File: src/rtl/fix_pkg.sv
// Shared fixed-point helpers for neuron_mac_fix and scaler_mul_fix: FSM state
// type and the symmetric saturation used by both blocks.
// Values are carried as 64-bit signed, so accumulators up to 64 bits are supported.
package fix_pkg;

    typedef enum logic [1:0] {
        IDLE  = 2'd0,
        ACCUM = 2'd1,
        OUT   = 2'd2
    } state_t;

    // Largest positive value of a W-bit signed result: 2^(W-1)-1
    function automatic logic signed [63:0] fix_max_pos(input int w);
        return (64'sd1 <<< (w - 1)) - 64'sd1;
    endfunction

    // Most negative value allowed; symmetric, so the two's complement minimum is never produced
    function automatic logic signed [63:0] fix_max_neg(input int w);
        return -fix_max_pos(w);
    endfunction

    // Clamp a wide signed value into the symmetric W-bit range
    function automatic logic signed [63:0] sat_to_width(input logic signed [63:0] acc,
                                                        input int w);
        if (acc > fix_max_pos(w))
            return fix_max_pos(w);
        else if (acc < fix_max_neg(w))
            return fix_max_neg(w);
        else
            return acc;
    endfunction

endpackage

File: src/rtl/fix_mul_q.sv
// Combinational Q-format multiply: full signed product, then arithmetic shift
// right by FRAC, which truncates toward minus infinity.
module fix_mul_q #(
    parameter int WIDTH = 16,
    parameter int FRAC  = 8
) (
    input  logic        [WIDTH-1:0]   x,
    input  logic        [WIDTH-1:0]   w,
    output logic signed [2*WIDTH-1:0] p
);

    logic signed [2*WIDTH-1:0] prod;

    // Both operands sign-extend to the 2*WIDTH result, so the product never overflows
    always_comb begin
        prod = $signed(x) * $signed(w);
        p    = prod >>> FRAC;
    end

endmodule

File: src/rtl/neuron_mac_fix.sv
// Sequential fixed-point neuron: bias + sum(x*w) over a stream of beats,
// saturated to WIDTH and held until the consumer takes it.
// Optional build macro NEURON_MAC_RELU_EN: negative results are output as zero.
module neuron_mac_fix #(
    parameter int WIDTH    = 16,
    parameter int FRAC     = 8,
    parameter int N_INPUTS = 784,
    parameter int ACC_W    = 2*WIDTH + $clog2(N_INPUTS)
) (
    input  logic             clk,
    input  logic             rst_n,
    input  logic [WIDTH-1:0] bias,
    input  logic             in_valid,
    output logic             in_ready,
    input  logic [WIDTH-1:0] in_x,
    input  logic [WIDTH-1:0] in_w,
    input  logic             in_last,
    output logic             out_valid,
    input  logic             out_ready,
    output logic [WIDTH-1:0] out_data,
    output logic             len_err,
    output logic             busy
);
    import fix_pkg::*;

    localparam int               CNT_W   = $clog2(N_INPUTS + 1);
    localparam logic [CNT_W-1:0] CNT_MAX = '1;
    localparam logic [CNT_W-1:0] CNT_EXP = CNT_W'(N_INPUTS);

    state_t                    state_q, state_d;
    logic signed [ACC_W-1:0]   acc_q, acc_d, acc_next;
    logic signed [ACC_W-1:0]   p_ext, bias_ext;
    logic        [CNT_W-1:0]   cnt_q, cnt_d, cnt_next;
    logic        [WIDTH-1:0]   out_data_q, out_data_d, result;
    logic                      len_err_q, len_err_d;
    logic signed [2*WIDTH-1:0] prod;
    logic signed [63:0]        acc64, sat64;
    logic                      beat;
    logic                      sat_unused;

    fix_mul_q #(
        .WIDTH (WIDTH),
        .FRAC  (FRAC)
    ) u_mul (
        .x (in_x),
        .w (in_w),
        .p (prod)
    );

    assign in_ready  = (state_q != OUT);
    assign out_valid = (state_q == OUT);
    assign busy      = (state_q != IDLE);
    assign out_data  = out_data_q;
    assign len_err   = len_err_q;
    assign beat      = in_valid && in_ready;

    // Next accumulator/count for the current beat and the saturated result it would give
    always_comb begin
        p_ext    = ACC_W'(prod);
        bias_ext = ACC_W'($signed(bias));
        if (state_q == IDLE) begin
            acc_next = bias_ext + p_ext;
            cnt_next = CNT_W'(1);
        end else begin
            acc_next = acc_q + p_ext;
            cnt_next = (cnt_q == CNT_MAX) ? cnt_q : cnt_q + CNT_W'(1);
        end
        acc64      = 64'(acc_next);
        sat64      = sat_to_width(acc64, WIDTH);
        sat_unused = ^sat64[63:WIDTH];
`ifdef NEURON_MAC_RELU_EN
        result = acc_next[ACC_W-1] ? '0 : sat64[WIDTH-1:0];
`else
        result = sat64[WIDTH-1:0];
`endif
    end

    // FSM: accumulate beats until in_last, then hold the result until it is taken
    always_comb begin
        state_d    = state_q;
        acc_d      = acc_q;
        cnt_d      = cnt_q;
        out_data_d = out_data_q;
        len_err_d  = len_err_q;
        case (state_q)
            IDLE, ACCUM: begin
                if (beat) begin
                    acc_d = acc_next;
                    cnt_d = cnt_next;
                    if (in_last) begin
                        state_d    = OUT;
                        out_data_d = result;
                        if (cnt_next != CNT_EXP)
                            len_err_d = 1'b1;
                    end else begin
                        state_d = ACCUM;
                    end
                end
            end
            OUT: begin
                if (out_ready)
                    state_d = IDLE;
            end
            default: state_d = IDLE;
        endcase
    end

    // State registers; reset discards any partial neuron
    always_ff @(posedge clk or negedge rst_n) begin
        if (!rst_n) begin
            state_q    <= IDLE;
            acc_q      <= '0;
            cnt_q      <= '0;
            out_data_q <= '0;
            len_err_q  <= 1'b0;
        end else begin
            state_q    <= state_d;
            acc_q      <= acc_d;
            cnt_q      <= cnt_d;
            out_data_q <= out_data_d;
            len_err_q  <= len_err_d;
        end
    end

endmodule

File: config.mk
export PLATFORM = sky130hd
export DESIGN_NAME = neuron_mac_fix
export DESIGN_NICKNAME = d
export VERILOG_FILES = /design/src/rtl/fix_pkg.sv /design/src/rtl/fix_mul_q.sv /design/src/rtl/neuron_mac_fix.sv
export SDC_FILE = /design/constraint.sdc
export NUM_CORES = 1
export LEC_CHECK = 0
export BUFFER_PORTS_ARGS = -buffer_cell sky130_fd_sc_hd__buf_4
export CAP_MARGIN = 25
export CORE_ASPECT_RATIO = 0.9
export CORE_UTILIZATION = 40
export DETAILED_ROUTE_END_ITERATION = 12
export HOLD_SLACK_MARGIN = 0.08
export SYNTH_ARGS = -nofsm -noshare
export SYNTH_HDL_FRONTEND = slang
export SYNTH_HIERARCHICAL = 1
export SYNTH_SLANG_ARGS = --single-unit
File: constraint.sdc
create_clock -name clk -period 10.9 [get_ports clk]
set_input_delay 1.09 -clock clk [delete_from_list [all_inputs] [get_ports clk]]
set_output_delay 1.09 -clock clk [all_outputs]
set_load 0.005 [all_outputs]
# Yosys cells after proc, flatten, opt, wreduce, memory -nomap -nowiden
# Index checks and enable logic that the tools add are counted.
[totals]
input_bits = 53
word_cells = 35
output_inout_bits = 20
ff_bits = 71
[op_classes]
reduce_logical = 8
n_addsub = 3
n_eq_ne = 7
order_cmp = 2
n_mul = 1
muxes = 9
[op_table]
columns = ["cell", "n"]
rows = [
  ["$add A42 B24 Y42", 1],
  ["$gt A42 B16 Y1 const B", 1],
  ["$lt A42 B16 Y1 const B", 1],
  ["$mux W42", 1],
  ["$mul A16 B16 Y32", 1],
  ["$mux W16", 2],
  ["$add A16 B24 Y25", 1],
  ["$mux W10", 2],
  ["$add A10 B1 Y10 const B", 1],
  ["$eq A10 B10 Y1 const B", 1],
  ["$ne A10 B10 Y1 const B", 1],
  ["$mux W2", 3],
  ["$ne A2 B2 Y1 const B", 2],
  ["$pmux W2 S2", 1],
  ["$reduce_and A2 Y1", 2],
  ["$reduce_and A4 Y1", 1],
  ["$reduce_and A3 Y1", 1],
  ["$eq A2 B1 Y1 const B", 1],
  ["$eq A2 B2 Y1 const B", 1],
  ["$logic_not A2 Y1", 1],
  ["$ne A2 B1 Y1 const B", 1],
  ["$reduce_bool A2 Y1", 1],
  ["$reduce_or A2 Y1", 1],
  ["$logic_and A1 B1 Y1", 1],
]

# Longest topological paths before layout
[depth]
word_depth = 6
mapped_depth = 38
depth_no_buf = 34

# By module
# The synthesis kept the hierarchy.
[modules_own_cells]
columns = ["module", "area_each_um2", "cells_per_inst", "instances", "seq_area_each_um2"]
rows = [
  ["fix_mul_q", 10029.6, 1121, 1, 0.0],
  ["neuron_mac_fix", 8365.5, 1127, 1, 1776.7],
]

# Least setup slack after synthesis
# OpenSTA, ideal clock, no wires.
[synth_timing]
kind = "input to register"
from = "input port in_x[15]"
to = "register out_data_q[4] (netlist: out_data[4])"
arrival_time_ps = 10142
stages = 33
required_ps = 10827
n_path_buf = 4
setup_slack_ps = 685
setup_ps = 73
path_cell_list = "clkbuf_1 > nand2_1 > fa_1 > inv_1 > fa_1 > fa_1 > fa_1 > fa_1 > inv_1 > fa_1 > inv_1 > ha_1 > nand3_1 > nor2_1 > nand2b_4 > a2bb2oi_4 > a2111o_1 > o211ai_1 > buf_4 > ha_1 > buf_6 > a21o_1 > a31o_1 > a211o_1 > or3_4 > mux2i_2 > and2_1 > a41oi_1 > or4_4 > o31ai_4 > buf_6 > a21bo_1 > a21oi_2"
[synth_between]
elab_chain_cells = 6
elab_cells_between_ends = 8
cone_classes = "2 x add/sub; 1 x mul; 2 x order compare; 3 x mux"
[synth_lines]
columns = ["item", "line", "source"]
rows = [
  ["start: declaration", "neuron_mac_fix.sv:15", "input logic [WIDTH-1:0] in_x,"],
  ["$mul A16 B16 Y32 *", "fix_mul_q.sv:16", "prod = $signed(x) * $signed(w);"],
  ["via prod[23]", "neuron_mac_fix.sv:36", "logic signed [2*WIDTH-1:0] prod;"],
  ["$add A42 B24 Y42 / $add A16 B24 Y25 (equally long branches)", "neuron_mac_fix.sv:65, neuron_mac_fix.sv:62", ""],
  ["$mux W42 *", "neuron_mac_fix.sv:61", "if (state_q == IDLE) begin"],
  ["$lt A42 B16 Y1", "fix_pkg.sv:27", "else if (acc < fix_max_neg(w))"],
  ["$mux W16", "fix_pkg.sv:27", ""],
  ["$mux W16 *", "fix_pkg.sv:25", "if (acc > fix_max_pos(w))"],
  ["end signal: assignment", "neuron_mac_fix.sv:120", "out_data_q <= out_data_d;"],
  ["end: declaration", "neuron_mac_fix.sv:34", "logic [WIDTH-1:0] out_data_q, out_data_d, result;"],
]
# The timed path passes the listed nets; every way through them passes the cells marked *.
# A chain may end at the register's enable or synchronous reset.

# Worst setup path in the final report
[layout_timing]
from = "input port in_x[15]"
to = "register out_data_q[0] (netlist: out_data[0])"
# Same word-level chain as after synthesis.

==> metrics.cfg <==
[clock_tree]
cts-root-buf=clkbuf_16
path_clk_slew_ns=0.06
cts.htree.levels=3
cts_resized=0
holdBufCountCts=0
clockBufferDepth=2
post_cts_buffers=0
cts_tree=yes
cts_sinks=71
cts_buffers=9
clk_latency_ns=0.35

[min_path]
hold_class=flop to flop
whs_endpoint=len_err$_DFFE_PN0P_
worstHoldStart=len_err$_DFFE_PN0P_
hold_depth=1

[job]
maxCapViolations=0

[setup_path]
regToRegEndpoint=out_data[0]$_DFFE_PN0P_
cp.arrival_ns=10.79
cp-start-kind=primary input
cpLargestDelayFamily=adder cells
crit_required_ns=11.11
path_depth=35
critPathMostFrequentCell=fa_1
crit_slowest_cell=fa_1
path_class=primary input to flop
endpoint_kind=flop
r2r_start=state_q[0]$_DFFE_PN0P_
rrSetupSlack_ns=5.89
path_max_fanout=16
path_buf_inv=8
reg2reg_depth=16
crit_path_max_incr_delay_ns=0.62

[floorplanning]
placement_rows=74
fp.dieArea_um2=46850
core_area_um2=45370
io_pins=73
die_w_um=228.0
start_util_pct=40.55
die_h_um=205.4

[route]
drc_errors=0
wl_per_cell_um=17.89
routed_via_density=5.515
drt_iter0_drc=1210
ant_nets=0
drt_first_pass_iters=5
finalWirelength_mm=51.55
vias=15900

[sta]
fmax_mhz=94.52
finClkSkew_ns=0.007779
post-route-min-period_ns=10.58
hold_viol_final=0
drv_slew=0
setup_viol=0
tightest_slew_ns=0.6986
slew-limit-headroom_pct=52.93
timing.final.crit_share_pct=97.06

[final_layout]
nNetsFinal=2739
drive_gt1_share_pct=8.883
fillers=4517
final_core_util_pct=44.11
layout_common_cells=inv_1, nand2_1, fa_1, ha_1, and2_1
syn2layout_area_growth_pct=8.788
diodes=0
mostFrequentLayoutCell=inv_1

[synthesis]
syn-num-nets=2717
avgSynthCellArea_um2=8.183
yosys_warnings=6
synth_top_area_share_pct=28.62
synth_area_leaders=fa_1, ha_1, dfrtp_1
post_synth_num_cell_types=102
synth_edf_count=0
syn_area_um2=18400
ys_seq_elements=71
ys_seq_area_share_pct=9.659
synthCells=2248
synth_flop_cell=dfrtp_1
async_reset_ff_share_pct=100.0
synth_top_area_cell=fa_1

[outcome]
outcome=completed

[global_routing]
track_usage_pct=22.30
grt.overflow.total=0
grt_pass1_vias=15470
grt_start_max_net_pins=72
grt_pass1_wl_mm=83.37
antenna_found_initial=0

[place]
place_congestion=0.9345
io_buffers=72
hpwl_mm=42.92

per-layer routing:
layer  global-route usage, %  vias to the layer above  part of all wire [%]  routed length (um)
met1                   33.02                     7971                    48               24730
li1                        -                     7446                     -                   -
met2                   34.73                      425                    45               23360
met3                   2.661                       53                   4.9                2516
met5                       0                        -                     0                   0
met4                   4.722                        0                   1.8                 941
logic make-up after synthesis:
kind of cell | share of synthesized area (%)
AO/OA/AOI/OAI | 16.62
XOR/XNOR | 3.285
adder cells (fa/ha/maj) | 39.03
buffers and inverters | 9.869
flip-flops | 9.659
multiplexers | 1.476
AND/OR/NAND/NOR | 20.06
metrics by stage:
stage / hold slack, ns / TNS, ns / instance area [um^2] / cells / worst slack [ns]
floorplan: 0.4453 / 0 / 18400 / 2248 / 0.6850
global placement: 0.4626 / -0.1394 / 19570 / 2866 / -0.02990
detailed placement: 0.4700 / -0.1488 / 19570 / 2866 / -0.03476
CTS: 0.4861 / 0 / 19910 / 2881 / 0.2779
global route: 0.5137 / -0.001012 / 20010 / 2882 / -0.001012
finish: 0.4799 / 0 / 20010 / 2882 / 0.3204
worst max-delay path by stage:
stage          slack, ns  startpoint                 endpoint
3_3_place_gp       -0.03    in_x[15]  out_data[0]$_DFFE_PN0P_
2_1_floorplan       0.69    in_x[15]  out_data[4]$_DFFE_PN0P_
5_1_grt           -0.001    in_x[15]  out_data[3]$_DFFE_PN0P_
4_1_cts             0.28    in_x[15]  out_data[3]$_DFFE_PN0P_
3_5_place_dp       -0.03    in_x[15]  out_data[9]$_DFFE_PN0P_
6_report            0.32    in_x[15]  out_data[0]$_DFFE_PN0P_
synthesized netlist by cell type, drive strengths merged (24+ instances only):
cell type and count:
nor2 115, clkbuf 63, ha 153, inv 360, fa 263, a31oi 24, nor3 33, and2 132
buf 37, a21oi 139, xor2 25, o21ai 121, nand4 42, dfrtp 71, nand2 291, xnor2 44
a21o 28, nand3 29
final cells by class:
class / instances / area [um^2] / area share [%]
Clock buffer: 10 / 239.0 / 1.194
Clock inverter: 5 / 106.4 / 0.5314
Inverter: 360 / 1351 / 6.753
Multi-Input combinational cell: 1717 / 14890 / 74.39
Sequential cell: 71 / 1777 / 8.878
Tap cell: 608 / 760.7 / 3.801
Timing Repair Buffer: 111 / 890.9 / 4.452
state kept, by name, indices dropped and copies added (netlist names):
name and count:
acc_q 42, cnt_q 10, len_err 1, out_data 16, state_q 2
Power is not shown: default switching activity piles up to over one toggle a cycle in this logic, so the estimate is an artifact.
